File: config.mk
export PLATFORM = sky130hd
export DESIGN_NAME = ddr2_req_arbiter
export DESIGN_NICKNAME = d
export VERILOG_FILES = /design/src/rtl/ddr2_pkg.sv /design/src/rtl/ddr2_tag_fifo.sv /design/src/rtl/ddr2_req_arbiter.sv
export SDC_FILE = /design/constraint.sdc
export NUM_CORES = 1
export LEC_CHECK = 0
export BUFFER_PORTS_ARGS = -buffer_cell sky130_fd_sc_hd__buf_2
export CAP_MARGIN = 20
export CORE_MARGIN = 1.5
export CORE_UTILIZATION = 50
export CTS_BUF_LIST = sky130_fd_sc_hd__clkbuf_16
export DETAILED_ROUTE_END_ITERATION = 6
export GPL_TIMING_DRIVEN = 0
export PLACE_DENSITY = 0.83
export SLEW_MARGIN = 20
export SYNTH_ARGS = -nofsm -noshare
export SYNTH_HDL_FRONTEND = slang
export SYNTH_SLANG_ARGS = --single-unit
File: constraint.sdc
create_clock -name clk -period 4 [get_ports clk]
set_input_delay 0.8 -clock clk [delete_from_list [all_inputs] [get_ports clk]]
set_output_delay 0.8 -clock clk [all_outputs]
set_load 0.01 [all_outputs]
File: src/rtl/ddr2_pkg.sv
// Shared constants, arbiter state encoding and round-robin pick helper for
// the DDR2 request arbiter.
package ddr2_pkg;

    localparam int ADDR_W  = 26;
    localparam int DATA_W  = 8;
    localparam int MAX_REQ = 8;

    typedef enum logic {
        ARB = 1'b0,
        OWN = 1'b1
    } arb_state_t;

    // First set bit of elig at or after ptr (wrapping modulo n); -1 if none.
    function automatic int rr_pick(
        input logic [MAX_REQ-1:0] elig,
        input logic [31:0]        n,
        input logic [31:0]        ptr
    );
        int         result;
        logic [2:0] j;
        result = -1;
        for (int unsigned k = 0; k < MAX_REQ; k++) begin
            if (k < n && result < 0) begin
                j = 3'((ptr + k) % n);
                if (elig[j]) result = int'(j);
            end
        end
        return result;
    endfunction

endpackage

File: src/rtl/ddr2_tag_fifo.sv
// Read-tag FIFO: remembers which requester issued each outstanding read so
// returning data can be steered back in command order.
module ddr2_tag_fifo #(
    parameter int WIDTH = 1,
    parameter int DEPTH = 8,
    parameter int CNT_W = $clog2(DEPTH) + 1
) (
    input  logic             clk,
    input  logic             reset,
    input  logic             push,
    input  logic [WIDTH-1:0] push_data,
    input  logic             pop,
    output logic [WIDTH-1:0] pop_data,
    output logic [CNT_W-1:0] count,
    output logic             full,
    output logic             empty
);

    localparam int PTR_W = (DEPTH > 1) ? $clog2(DEPTH) : 1;

    logic [WIDTH-1:0] mem [DEPTH];
    logic [PTR_W-1:0] wr_ptr;
    logic [PTR_W-1:0] rd_ptr;
    logic             do_push;
    logic             do_pop;

    assign full     = (count == CNT_W'(DEPTH));
    assign empty    = (count == '0);
    assign do_push  = push && !full;
    assign do_pop   = pop && !empty;
    assign pop_data = mem[rd_ptr];

    // Pointer and occupancy bookkeeping.
    always_ff @(posedge clk or posedge reset) begin
        if (reset) begin
            wr_ptr <= '0;
            rd_ptr <= '0;
            count  <= '0;
        end else begin
            if (do_push) wr_ptr <= wr_ptr + 1'b1;
            if (do_pop)  rd_ptr <= rd_ptr + 1'b1;
            case ({do_push, do_pop})
                2'b10:   count <= count + 1'b1;
                2'b01:   count <= count - 1'b1;
                default: count <= count;
            endcase
        end
    end

    // Tag storage; contents are don't-care until written.
    always_ff @(posedge clk) begin
        if (do_push) mem[wr_ptr] <= push_data;
    end

endmodule

File: src/rtl/ddr2_req_arbiter.sv
// Round-robin arbiter sharing the DDR2 user command port between NUM_REQ
// requesters, with a registered command stage and read-tag return steering.
// Optional ARB_BURST_LOCK_EN: a requester keeps the port until its req_last beat.
module ddr2_req_arbiter #(
    parameter int NUM_REQ        = 2,
    parameter int ADDR_W         = ddr2_pkg::ADDR_W,
    parameter int DATA_W         = ddr2_pkg::DATA_W,
    parameter int RD_OUTSTANDING = 8
) (
    input  logic                      clk,
    input  logic                      reset,
    input  logic [NUM_REQ-1:0]        req_valid,
    output logic [NUM_REQ-1:0]        req_ready,
    input  logic [NUM_REQ-1:0]        req_write,
    input  logic [NUM_REQ-1:0]        req_last,
    input  logic [NUM_REQ*ADDR_W-1:0] req_addr,
    input  logic [NUM_REQ*DATA_W-1:0] req_wdata,
    output logic                      mem_cmd_valid,
    input  logic                      mem_cmd_ready,
    output logic                      mem_cmd_write,
    output logic [ADDR_W-1:0]         mem_cmd_addr,
    output logic [DATA_W-1:0]         mem_cmd_wdata,
    input  logic                      mem_rd_valid,
    input  logic [DATA_W-1:0]         mem_rd_data,
    output logic [NUM_REQ-1:0]        rsp_valid,
    output logic [DATA_W-1:0]         rsp_data,
    output logic                      rsp_orphan
);

    import ddr2_pkg::*;

    localparam int TAG_W = (NUM_REQ > 1) ? $clog2(NUM_REQ) : 1;
    localparam int CNT_W = $clog2(RD_OUTSTANDING) + 1;

    arb_state_t           state;
    logic [TAG_W-1:0]     owner;
    logic [TAG_W-1:0]     rr_ptr;
    logic [TAG_W-1:0]     rr_next;
    logic [TAG_W-1:0]     grant_idx;
    logic                 grant_found;
    logic                 cmd_free;
    logic                 fire;
    logic                 ends_own;
    logic [NUM_REQ-1:0]   elig;
    logic [MAX_REQ-1:0]   elig_pad;
    int                   pick;

    logic                 tag_push;
    logic                 tag_pop;
    logic [TAG_W-1:0]     tag_head;
    logic [CNT_W-1:0]     tag_count;
    logic                 tag_full;
    logic                 tag_empty;
    logic [NUM_REQ-1:0]   head_onehot;

`ifdef ARB_BURST_LOCK_EN
    assign ends_own = req_last[grant_idx];
`else
    logic unused_last;
    assign ends_own    = 1'b1;
    assign unused_last = ^req_last;
`endif

    assign fire     = |(req_valid & req_ready);
    assign tag_push = fire && !req_write[grant_idx];
    assign tag_pop  = mem_rd_valid && !tag_empty;
    assign rr_next  = (grant_idx == TAG_W'(NUM_REQ - 1)) ? '0 : grant_idx + 1'b1;

    // Eligibility, grant selection and the combinational ready.
    always_comb begin
        elig     = req_valid & (req_write | {NUM_REQ{!tag_full}});
        elig_pad = '0;
        elig_pad[NUM_REQ-1:0] = elig;
        pick     = rr_pick(elig_pad, 32'(NUM_REQ), 32'(rr_ptr));
        grant_found = 1'b0;
        grant_idx   = '0;
        if (state == OWN) begin
            grant_found = elig[owner];
            grant_idx   = owner;
        end else if (pick >= 0) begin
            grant_found = 1'b1;
            grant_idx   = pick[TAG_W-1:0];
        end
        cmd_free  = !mem_cmd_valid || mem_cmd_ready;
        req_ready = '0;
        if (grant_found && cmd_free) req_ready[grant_idx] = 1'b1;
    end

    // Ownership FSM and round-robin pointer.
    always_ff @(posedge clk or posedge reset) begin
        if (reset) begin
            state  <= ARB;
            owner  <= '0;
            rr_ptr <= '0;
        end else if (fire) begin
            if (ends_own) begin
                state  <= ARB;
                rr_ptr <= rr_next;
            end else begin
                state <= OWN;
                owner <= grant_idx;
            end
        end
    end

    // Registered command stage; held while the controller back-pressures.
    always_ff @(posedge clk or posedge reset) begin
        if (reset) begin
            mem_cmd_valid <= 1'b0;
            mem_cmd_write <= 1'b0;
            mem_cmd_addr  <= '0;
            mem_cmd_wdata <= '0;
        end else if (fire) begin
            mem_cmd_valid <= 1'b1;
            mem_cmd_write <= req_write[grant_idx];
            mem_cmd_addr  <= req_addr[grant_idx*ADDR_W +: ADDR_W];
            mem_cmd_wdata <= req_wdata[grant_idx*DATA_W +: DATA_W];
        end else if (mem_cmd_ready) begin
            mem_cmd_valid <= 1'b0;
        end
    end

    // One-hot decode of the oldest outstanding read's issuer.
    always_comb begin
        head_onehot = '0;
        head_onehot[tag_head] = 1'b1;
    end

    // Read return steering and orphan detection.
    always_ff @(posedge clk or posedge reset) begin
        if (reset) begin
            rsp_valid  <= '0;
            rsp_data   <= '0;
            rsp_orphan <= 1'b0;
        end else begin
            rsp_valid  <= tag_pop ? head_onehot : '0;
            rsp_orphan <= mem_rd_valid && tag_empty;
            if (tag_pop) rsp_data <= mem_rd_data;
        end
    end

    ddr2_tag_fifo #(
        .WIDTH (TAG_W),
        .DEPTH (RD_OUTSTANDING),
        .CNT_W (CNT_W)
    ) u_tag_fifo (
        .clk       (clk),
        .reset     (reset),
        .push      (tag_push),
        .push_data (grant_idx),
        .pop       (tag_pop),
        .pop_data  (tag_head),
        .count     (tag_count),
        .full      (tag_full),
        .empty     (tag_empty)
    );

    logic unused_count;
    assign unused_count = ^tag_count;

endmodule

Word-level counts from Yosys, hierarchy flattened
Memories as Yosys holds them, arrays and structs flattened.
Cells that the tools add are included.
{"block": "totals", "out_inout_bits": 49, "register_bits": 58, "ramBits": 8, "in_bits": 86, "memories": 1}
{"block": "op_classes", "addsub": 6, "shifts": 2, "eq_ne": 3, "n_mul": 1, "muxes": 23, "order_cmp": 8, "bitwise": 3, "reduce_logical": 17}
{"name": "u_tag_fifo.mem", "words": 8, "word_bits": 1, "rd": 1, "rd_ports_with_merged_regs": 0, "write_ports": 1, "line": "ddr2_tag_fifo.sv:21", "text": "logic [WIDTH-1:0] mem [DEPTH];"}
{"operator": "$mux 32", "count": 3}
{"operator": "$shiftx 52x7->26", "count": 1}
{"operator": "$ge 32x1->1 const B", "count": 1}
{"operator": "$lt 32x1->1 const B", "count": 1}
{"operator": "$shiftx 16x5->8", "count": 1}
{"operator": "$mux 1", "count": 15}
{"operator": "$logic_and 1x1->1", "count": 8}
{"operator": "$lt 1x4->1 const B", "count": 2}
{"operator": "$pmux 4 s2", "count": 1}
{"operator": "$add 3x1->3 const B", "count": 2}
{"operator": "$mul 1x4->5 const B", "count": 1}
{"operator": "$add 4x1->4 const B", "count": 1}
{"operator": "$and 2x2->2", "count": 2}
{"operator": "$eq 4x4->1 const B", "count": 1}
{"operator": "$logic_not 1->1", "count": 4}
{"operator": "$logic_not 4->1", "count": 1}
{"operator": "$lt 1x2->1 const B", "count": 2}
{"operator": "$mux 2", "count": 2}
{"operator": "$reduce_bool 2->1", "count": 2}
{"operator": "$sub 4x1->4 const B", "count": 1}
{"operator": "$add 1x1->1 const B", "count": 2}
{"operator": "$demux 1 s1", "count": 2}
{"operator": "$eq 2x1->1 const B", "count": 1}
{"operator": "$eq 2x2->1 const B", "count": 1}
{"operator": "4 further kinds", "count": 5}

Logic depth before layout (Yosys ltp)
Gate-level depths: netlist (run 1).
{"block": "logic_depth", "ltp_word": 22, "mapped_depth": 12, "ltp_nobuf": 10}

Cells and area by module
A second synthesis (run 1) with hierarchy kept.
{"block": "unflattened", "hier_cells": 276, "hier_area_um2": 3125.5}
{"mod": "ddr2_req_arbiter", "n_inst": 1, "cells_per_inst": 197, "area_each_um2": 2165.8, "seq_area_each_um2": 1201.2}
{"mod": "ddr2_tag_fifo", "n_inst": 1, "cells_per_inst": 79, "area_each_um2": 959.7, "seq_area_each_um2": 490.5}

Worst setup path before layout (run 1)
OpenSTA, ideal clock, no wires.
{"block": "synth_path", "path_type": "in2out", "start": "in mem_cmd_ready", "end": "out req_ready[0]", "path_slack_ns": 1.264, "path_stages": 5, "t_arrival_ns": 1.936, "required_time_ns": 3.200, "path_buffers": 2, "cell_sequence": "nor2b_1 > a211oi_1 > clkbuf_1 > buf_2 > a21boi_0"}
{"block": "synth_between", "elab_chain_cells": 3}
{"item": "start, declared", "line": "ddr2_req_arbiter.sv:19", "text": "input logic mem_cmd_ready,"}
{"item": "$logic_or 1x1->1", "line": "ddr2_req_arbiter.sv:84", "text": "cmd_free = !mem_cmd_valid || mem_cmd_ready;"}
{"item": "$logic_and 1x1->1", "line": "ddr2_req_arbiter.sv:86", "text": "if (grant_found && cmd_free) req_ready[grant_idx] = 1'b1;"}
{"item": "$mux 2", "line": "ddr2_req_arbiter.sv:86"}
{"item": "end, declared", "line": "ddr2_req_arbiter.sv:13", "text": "output logic [NUM_REQ-1:0] req_ready,"}
No other way between the ends.

Final worst setup path (run 1)
{"block": "layout_path", "start": "reg u_tag_fifo.count[2]", "end": "out req_ready[0]"}
{"block": "layout_between", "elab_chain_cells": 16, "word_cells_on_any_way": 22}
{"item": "start, declared", "line": "ddr2_tag_fifo.sv:14", "text": "output logic [CNT_W-1:0] count,"}
{"item": "start signal, assigned", "line": "ddr2_tag_fifo.sv:43", "text": "2'b10: count <= count + 1'b1;"}
{"item": "start signal, assigned", "line": "ddr2_tag_fifo.sv:44", "text": "2'b01: count <= count - 1'b1;"}
{"item": "start signal, assigned", "line": "ddr2_tag_fifo.sv:45", "text": "default: count <= count;"}
{"item": "$eq 4x4->1 (*)", "line": "ddr2_tag_fifo.sv:27", "text": "assign full = (count == CNT_W'(DEPTH));"}
{"item": "$logic_not 1->1 (*)", "line": "ddr2_req_arbiter.sv:71", "text": "elig = req_valid & (req_write | {NUM_REQ{!tag_full}});"}
{"item": "$or 2x2->2 (*)", "line": "ddr2_req_arbiter.sv:71"}
{"item": "$and 2x2->2 (*)", "line": "ddr2_req_arbiter.sv:71"}
{"item": "$mux 1 (not written as such) (2 in a row)", "line": "ddr2_pkg.sv:26", "text": "if (elig[j]) result = int'(j);"}
{"item": "$mux 32", "line": "ddr2_pkg.sv:26"}
{"item": "$lt 32x1->1 / $mux 32 (equally long branches)", "line": "ddr2_pkg.sv:24, ddr2_pkg.sv:26"}
{"item": "$mux 32 (*)", "line": "ddr2_pkg.sv:24", "text": "if (k < n && result < 0) begin"}
{"item": "$ge 32x1->1", "line": "ddr2_req_arbiter.sv:80", "text": "end else if (pick >= 0) begin"}
{"item": "$mux 1", "line": "ddr2_req_arbiter.sv:80"}
{"item": "$lt 1x2->1 (not written as such) / $ge 1x1->1 (equally long branches)", "line": "ddr2_req_arbiter.sv:86"}
{"item": "$logic_and 1x1->1 (not written as such)", "line": "ddr2_req_arbiter.sv:86"}
{"item": "$mux 1 (not written as such)", "line": "ddr2_req_arbiter.sv:86"}
{"item": "$demux 1 s1", "line": "ddr2_req_arbiter.sv:86"}
{"item": "$mux 2 (*)", "line": "ddr2_req_arbiter.sv:86"}
Every way passes the cells marked *; elsewhere a longest branch is shown, timed or not. The select of a mux whose other input is x is not followed.

==> qor.yml, run 1 <==
finalCritPeriodShare_pct: 78.2
ir_worst_vdd_mv: 0.315
synthArstFlopShare_pct: 87.9
max_clock_freq_ghz: 0.320
synth_ff_type: "dfrtp_1"
clkTransAtPathRegs_ns: 0.05
p_int_mw: 1.72
avgSynthCellArea_sq_um: 9.61
vias: 3130
power_frac_comb_pct: 35.9
synth.distinct_cells: 37
fill_cells: 522
antenna_found_initial: 0
grt_max_degree: 59
ctsResizeCount: 0
design.die.area_sq_mm: 0.00693
period_minus_slack_ns: 3.13
power_density_mw_per_mm2: 631
areaGrowthSynthToFinish_pct: 31.4
clkSinkCount: 66
drv_cap: 0
firstDrtPassIters: 4
postCtsSetupRepairBufs: 0
dpl-instance-area_sq_mm: 0.00398
status: "finished, final reports clean"
nets: 569
worst_pin_slew_ns: 0.716
coreArea_sq_mm: 0.00628
hpwl_um: 5790
die_w_um: 83.2
cts-root-buf: "clkbuf_16"
max-slew-margin-rel_pct: 52.3
yosys_warnings: 0
drcViolationCount: 0
drt-initial-drc-count: 157
routedWlPerCell_um: 14.5
cp_max_fo: 10
cp.required_ns: 3.20
grt_pass1_vias: 3033
pwr-share-clk_pct: 24.9
synth_edf_count: 8
cp-end-kind: "output port"
row_count: 29
die_h_um: 83.2
grt.total_usage_pct: 24.8
p_sw_share_pct: 35.5
ioPinCount: 135
syn_inst: 335
place_ws_ns: 0.900
cts_tree: "yes"
hold_path.class: "reg2reg"
slew_violations: 0
insertedDiodeCount: 0
cts-htree-levels: 3
finalSetupViolations: 0
cp-start-kind: "flip-flop"
vias_per_cell: 5.60
syn_nets: 426
fin_ws_ns: 0.873
layout-drive-gt1-share_pct: 33.2
finClkSkew_ns: 0.00479
gp_congestion: 0.806
clk_latency_ns: 0.32
p_leak_nw: 1.93
hold_viol: 0
grt_overflow: 0
grt_pass1_wl_um: 13900
seqPwrFrac_pct: 39.2
yosysSeqAreaShare_pct: 52.6
portBuffers: 132
postRouteAntennaNets: 0
wl_um: 8130
synthesis.area_sq_mm: 0.00322
p_sw_mw: 0.947
synth-seq-cells: 66
clockBufferDepth: 2
fin_area_sq_mm: 0.00423
start_util_pct: 51.3
critPathArrivalTime_ns: 2.33
fin_tns_setup_ns: 0
critPathKind: "reg2out"
hold_buffers: 0
rsz0062_at_grt: "false"
numCtsBuffers: 9
power groups by stage:
stage                     clock [mW]  combinational (mW)  sequential (mW)
after CTS                      0.673               0.966             1.05
after global routing           0.703                1.07             1.08
after detailed placement           0               0.960             1.05
final                          0.663               0.958             1.05
after global placement             0               0.931             1.05
after floorplan                    0               0.561             1.11
Yosys cell counts, types with 2 or more instances:
master    number  area, sq um
nor2b_1        2         12.5
nand2b_1       5         31.3
a31oi_1       34          213
edfxtp_1       8          240
or3_1          2         12.5
mux2_2         2         22.5
xnor2_1        5         43.8
nor4_1         3         18.8
mux4_2         2         45.0
o21ai_0       35          175
nor2_1         9         33.8
nand2_1       31          116
ha_1           5         62.6
dfrtp_1       58         1450
a21oi_1        5         25.0
nand3_1       36          180
and2_1         2         12.5
buf_2          5         25.0
inv_1          6         22.5
buf_6          3         33.8
a21o_1         2         15.0
nor3_1        39          195
xor2_1         3         26.3
a211oi_1       2         15.0
clkbuf_1      19         71.3
worst max-delay path: stages, from the launching register on:
cell and delay, ns:
dfrtp_1 0.35, buf_2 0.16, nor4b_4 0.47, a21oi_1 0.33
clkbuf_1 0.31, a21boi_0 0.22, buf_2 0.15
through the flow:
stage               utilization [%]  hold WS, ns  instances  power, mW
global route                   67.4        0.499        559       2.85
finish                         67.4        0.474        559       2.67
detailed placement             63.4        0.467        544       2.01
CTS                            67.4        0.478        559       2.69
floorplan                         -        0.466        335       1.67
global placement               63.3        0.452        544       1.98
final cells by class:
class | count | area [sq um] | share of cell area (%)
multi-input combinational | 235 | 1370 | 32.3
sequential | 66 | 1690 | 40.0
inverter | 6 | 25.0 | 0.592
clock buffer | 9 | 225 | 5.33
buffer | 28 | 138 | 3.25
timing repair buffer | 132 | 661 | 15.6
clock inverter | 6 | 26.3 | 0.621
tap | 77 | 96.3 | 2.28
per-layer routing:
metal | wire (um) | global-route usage [%] | part of all wire (%) | vias to the layer above
li1 | - | - | - | 1504
met1 | 3350 | 31.3 | 41 | 1469
met2 | 4000 | 40.2 | 49 | 139
met3 | 622 | 6.86 | 7.6 | 18
met4 | 153 | 10.6 | 1.9 | 0
met5 | 0 | 0 | 0 | -
final timing paths:
check | from | to | slack (ns) | depth (start not counted)
hold reg to reg | rsp_data[6]$_DFFE_PP0P_ | rsp_data[6]$_DFFE_PP0P_ | 0.47 | 2
setup reg to reg | u_tag_fifo.count[2]$_DFFE_PP0P_ | u_tag_fifo.count[2]$_DFFE_PP0P_ | 1.25 | 12
max in group asynchronous | reset | mem_cmd_wdata[1]$_DFFE_PP0P_ | 2.94 | 2
hold / removal | rsp_data[6]$_DFFE_PP0P_ | rsp_data[6]$_DFFE_PP0P_ | 0.47 | 2
setup / recovery | u_tag_fifo.count[2]$_DFFE_PP0P_ | req_ready[0] | 0.87 | 6
min in group asynchronous | reset | rsp_data[1]$_DFFE_PP0P_ | 0.60 | 2
logic make-up after synthesis:
family / synth area share, %
xor gates and xnor gates: 2.18
muxes: 2.41
adders and majority gates: 1.94
AOI/OAI and AO/OA: 15.2
buffers and inverters: 4.98
DFF: 52.6
and+or+nand+nor: 20.7
sequential cells by signal, indices dropped and copies added (netlist names):
name,cells
mem_cmd_addr,26
mem_cmd_valid,1
mem_cmd_wdata,8
mem_cmd_write,1
rr_ptr,1
rsp_data,8
rsp_orphan,1
rsp_valid,2
u_tag_fifo.count,4
u_tag_fifo.mem,8
u_tag_fifo.rd_ptr,3
u_tag_fifo.wr_ptr,3
cells in the final DEF, fill, tap and decap left out, drive strengths merged, types with 2 or more instances in the layout:
cell type  count
a211oi         3
nand2b         5
a21o           2
xor2           3
ha             5
mux2           2
clkbuf        28
buf          141
nand3         36
nor3          39
nor2b          2
and2           2
xnor2          5
mux4           2
edfxtp         8
nand2         31
inv            7
nor4           3
a21oi          5
or3            2
a31oi         34
dfrtp         58
clkinv         5
o21ai         35
nor2           9
Note: power is estimated with default switching activity, not from simulation.
==> run 2, diff against run 1 <==
--- a/config.mk
+++ b/config.mk
@@ -5,14 +5,15 @@
 export SDC_FILE = /design/constraint.sdc
 export NUM_CORES = 1
 export LEC_CHECK = 0
+export ABC_AREA = 1
 export BUFFER_PORTS_ARGS = -buffer_cell sky130_fd_sc_hd__buf_2
 export CAP_MARGIN = 20
 export CORE_MARGIN = 1.5
-export CORE_UTILIZATION = 50
+export CORE_UTILIZATION = 43
 export CTS_BUF_LIST = sky130_fd_sc_hd__clkbuf_16
 export DETAILED_ROUTE_END_ITERATION = 6
 export GPL_TIMING_DRIVEN = 0
-export PLACE_DENSITY = 0.83
+export PLACE_DENSITY = 0.76
 export SLEW_MARGIN = 20
 export SYNTH_ARGS = -nofsm -noshare
 export SYNTH_HDL_FRONTEND = slang
==> constraint.sdc (replaced) <==
create_clock -name clk -period 2.65 [get_ports clk]
set_input_delay 0.53 -clock clk [delete_from_list [all_inputs] [get_ports clk]]
set_output_delay 0.53 -clock clk [all_outputs]
set_load 0.01 [all_outputs]
==> run 2 against run 1 <==
Total power increased by 82%. Clock-buffer cell count increased by 2. Setup slack got worse by 0.71 ns. Die area increased by 17%. Clock power increased by 89%. Final cell count increased by 21%. Non-clock buffer count decreased by 12. Utilization decreased by 7.2 points. Combinational power increased by 97%. Sequential power increased by 63%. Flip-flop and latch count unchanged. Largest power group is now combinational logic.
==> qor.yml, run 2 <==
multi_input_area_sq_mm: 0.00139
synth-seq-cells: 66
row_count: 31
finalCritPeriodShare_pct: 94.0
hpwl_um: 5500
insertedDiodeCount: 0
yosys_warnings: 0
synth_ff_type: "dfrtp_1"
critPathKind: "reg2reg"
fin_area_sq_mm: 0.00439
hold_path.class: "in2async"
status: "finished, final reports clean"
drt-initial-drc-count: 103
synth.distinct_cells: 21
finClkSkew_ns: 0.00675
drcViolationCount: 0
ir_worst_vdd_mv: 0.399
numCtsBuffers: 9
critPathArrivalTime_ns: 2.70
die_w_um: 90.1
grt_overflow: 0
design.die.area_sq_mm: 0.00812
dpl.cell_count: 664
slew_violations: 0
clkTransAtPathRegs_ns: 0.06
yosys.cell_count.top_type: "nand2_1"
seqPwrFrac_pct: 35.3
ioPinCount: 135
seq_area_sq_mm: 0.00169
coreArea_sq_mm: 0.00729
ys_top_cells_by_count: "nand2_1 (255), dfrtp_1 (58), nor2_1 (25)"
synthArstFlopShare_pct: 87.9
largest_register: "mem_cmd_addr"
grt_pass1_vias: 2845
layout_commonest_cell: "nand2_1"
start_util_pct: 44.8
p_int_mw: 3.03
nets: 666
grt.total_usage_pct: 19.5
max_clock_freq_ghz: 0.402
cp.required_ns: 2.86
layout-drive-gt1-share_pct: 30.3
period_minus_slack_ns: 2.49
postCtsSetupRepairBufs: 0
drv_cap: 0
synthesis.area_sq_mm: 0.00326
postRouteAntennaNets: 0
finalPower_mw: 4.85
synth.largest_area_cell: "dfrtp_1"
fill_cells: 691
pwr-share-clk_pct: 25.7
p_leak_nw: 2.58
cp-end-kind: "flip-flop"
dpl-instance-area_sq_mm: 0.00405
power_density_mw_per_mm2: 1110
syn_inst: 433
areaGrowthSynthToFinish_pct: 34.4
final_core_util_pct: 60.2
netlist_top_cells_area: "dfrtp_1 (44%), nand2_1 (29%), edfxtp_1 (7.4%)"
clockBufferDepth: 2
largest_register_ffs: 26
p_sw_share_pct: 37.6
grt_pass1_wl_um: 12800
yosysTopAreaCellShare_pct: 44.5
layout_common_cells: "nand2_1 (255), buf_2 (139), dfrtp_1 (57)"
antenna_found_initial: 0
fin_ws_ns: 0.160
clkSinkCount: 66
cts-root-buf: "clkbuf_16"
synth_edf_count: 8
portBuffers: 132
firstDrtPassIters: 4
power_frac_comb_pct: 39.0
yosysSeqAreaShare_pct: 51.8
p_sw_mw: 1.82
avgSynthCellArea_sq_um: 7.54
cts_tree: "yes"
cts-htree-levels: 3
clk_latency_ns: 0.33
vias: 3115
vias_per_cell: 4.59
layoutNonFillerInstCount: 679
worst_pin_slew_ns: 0.707
routedWlPerCell_um: 11.2
cp-start-kind: "flip-flop"
gp_congestion: 0.778
cp_max_fo: 11
finalSetupViolations: 0
hold_viol: 0
grt_max_degree: 59
syn_nets: 524
die_h_um: 90.1
wl_um: 7580
max-slew-margin-rel_pct: 52.9
place_ws_ns: 0.0539
[run 2: final cells by class]
class / instances / share of cell area (%)
buffer: 16 / 2.51
clock buffer: 11 / 6.27
clock inverter: 5 / 1.14
inverter: 23 / 2.02
multi-input combinational: 327 / 31.6
sequential: 66 / 38.6
tap: 99 / 2.82
timing repair buffer: 132 / 15.1
[run 2: repair_timing]
item                                    CTS  global route
hold buffers                              0             0
endpoints found under the setup margin    0             2
gates resized for setup                   0             5
endpoints found under the hold margin     0             0
[run 2: logic make-up after synthesis]
kind of cell / share of synthesized area, %
simple gates: 36.6
fa+ha+maj: 1.92
flops: 51.8
compound gates: 1.69
buf+inv: 6.13
xor+xnor: 1.88
[run 2: routing by layer]
metal,GRT usage [%],wire (um)
met1,24.3,3400
met2,33.1,3700
met5,0,0
met3,4.74,399
met4,6.48,82
[run 2: stage by stage]
step	TNS [ns]	hold WS [ns]
final	0	0.332
after global routing	-0.0306	0.410
after CTS	0	0.359
after detailed placement	0	0.459
after global placement	-2.40	0.457
after floorplan	0	0.507
[run 2: path summary, 6_finish.rpt]
check                      depth (start not counted)  slack, ns                         endpoint                       startpoint
max                                               17       0.16  u_tag_fifo.count[3]$_DFFE_PP0P_  u_tag_fifo.count[1]$_DFFE_PP0P_
min                                                2       0.33          rsp_data[3]$_DFFE_PP0P_                            reset
max reg2reg                                       17       0.16  u_tag_fifo.count[3]$_DFFE_PP0P_  u_tag_fifo.count[1]$_DFFE_PP0P_
min reg2reg                                        2       0.47      mem_cmd_addr[4]$_DFFE_PP0P_      mem_cmd_addr[4]$_DFFE_PP0P_
max in group asynchronous                          2       1.81  u_tag_fifo.count[1]$_DFFE_PP0P_                            reset
min in group clk                                   3       0.41          rsp_data[7]$_DFFE_PP0P_                   mem_rd_data[7]
[run 2: power by group through the flow]
| stage | logic (mW) | registers [mW] | clock network, mW |
|---|---|---|---|
| floorplan | 1.10 | 1.83 | 0 |
| global placement | 1.85 | 1.69 | 0 |
| detailed placement | 1.91 | 1.70 | 0 |
| CTS | 1.92 | 1.70 | 1.28 |
| global route | 2.16 | 1.76 | 1.33 |
| finish | 1.89 | 1.71 | 1.25 |
[run 2: worst max-delay path, stage by stage, from the launching register on]
cell and delay, ns:
dfrtp_2 0.45, nor2_4 0.16, nand3_1 0.11, nand2_1 0.08
inv_2 0.06, nand2_4 0.12, nand2_1 0.08, nand2_2 0.10
nand2_2 0.09, buf_6 0.15, ha_2 0.19, nand2_1 0.09
inv_1 0.05, nor2_1 0.14, nand2_1 0.10, o21ai_0 0.16
nand3_1 0.10, xor2_1 0.15
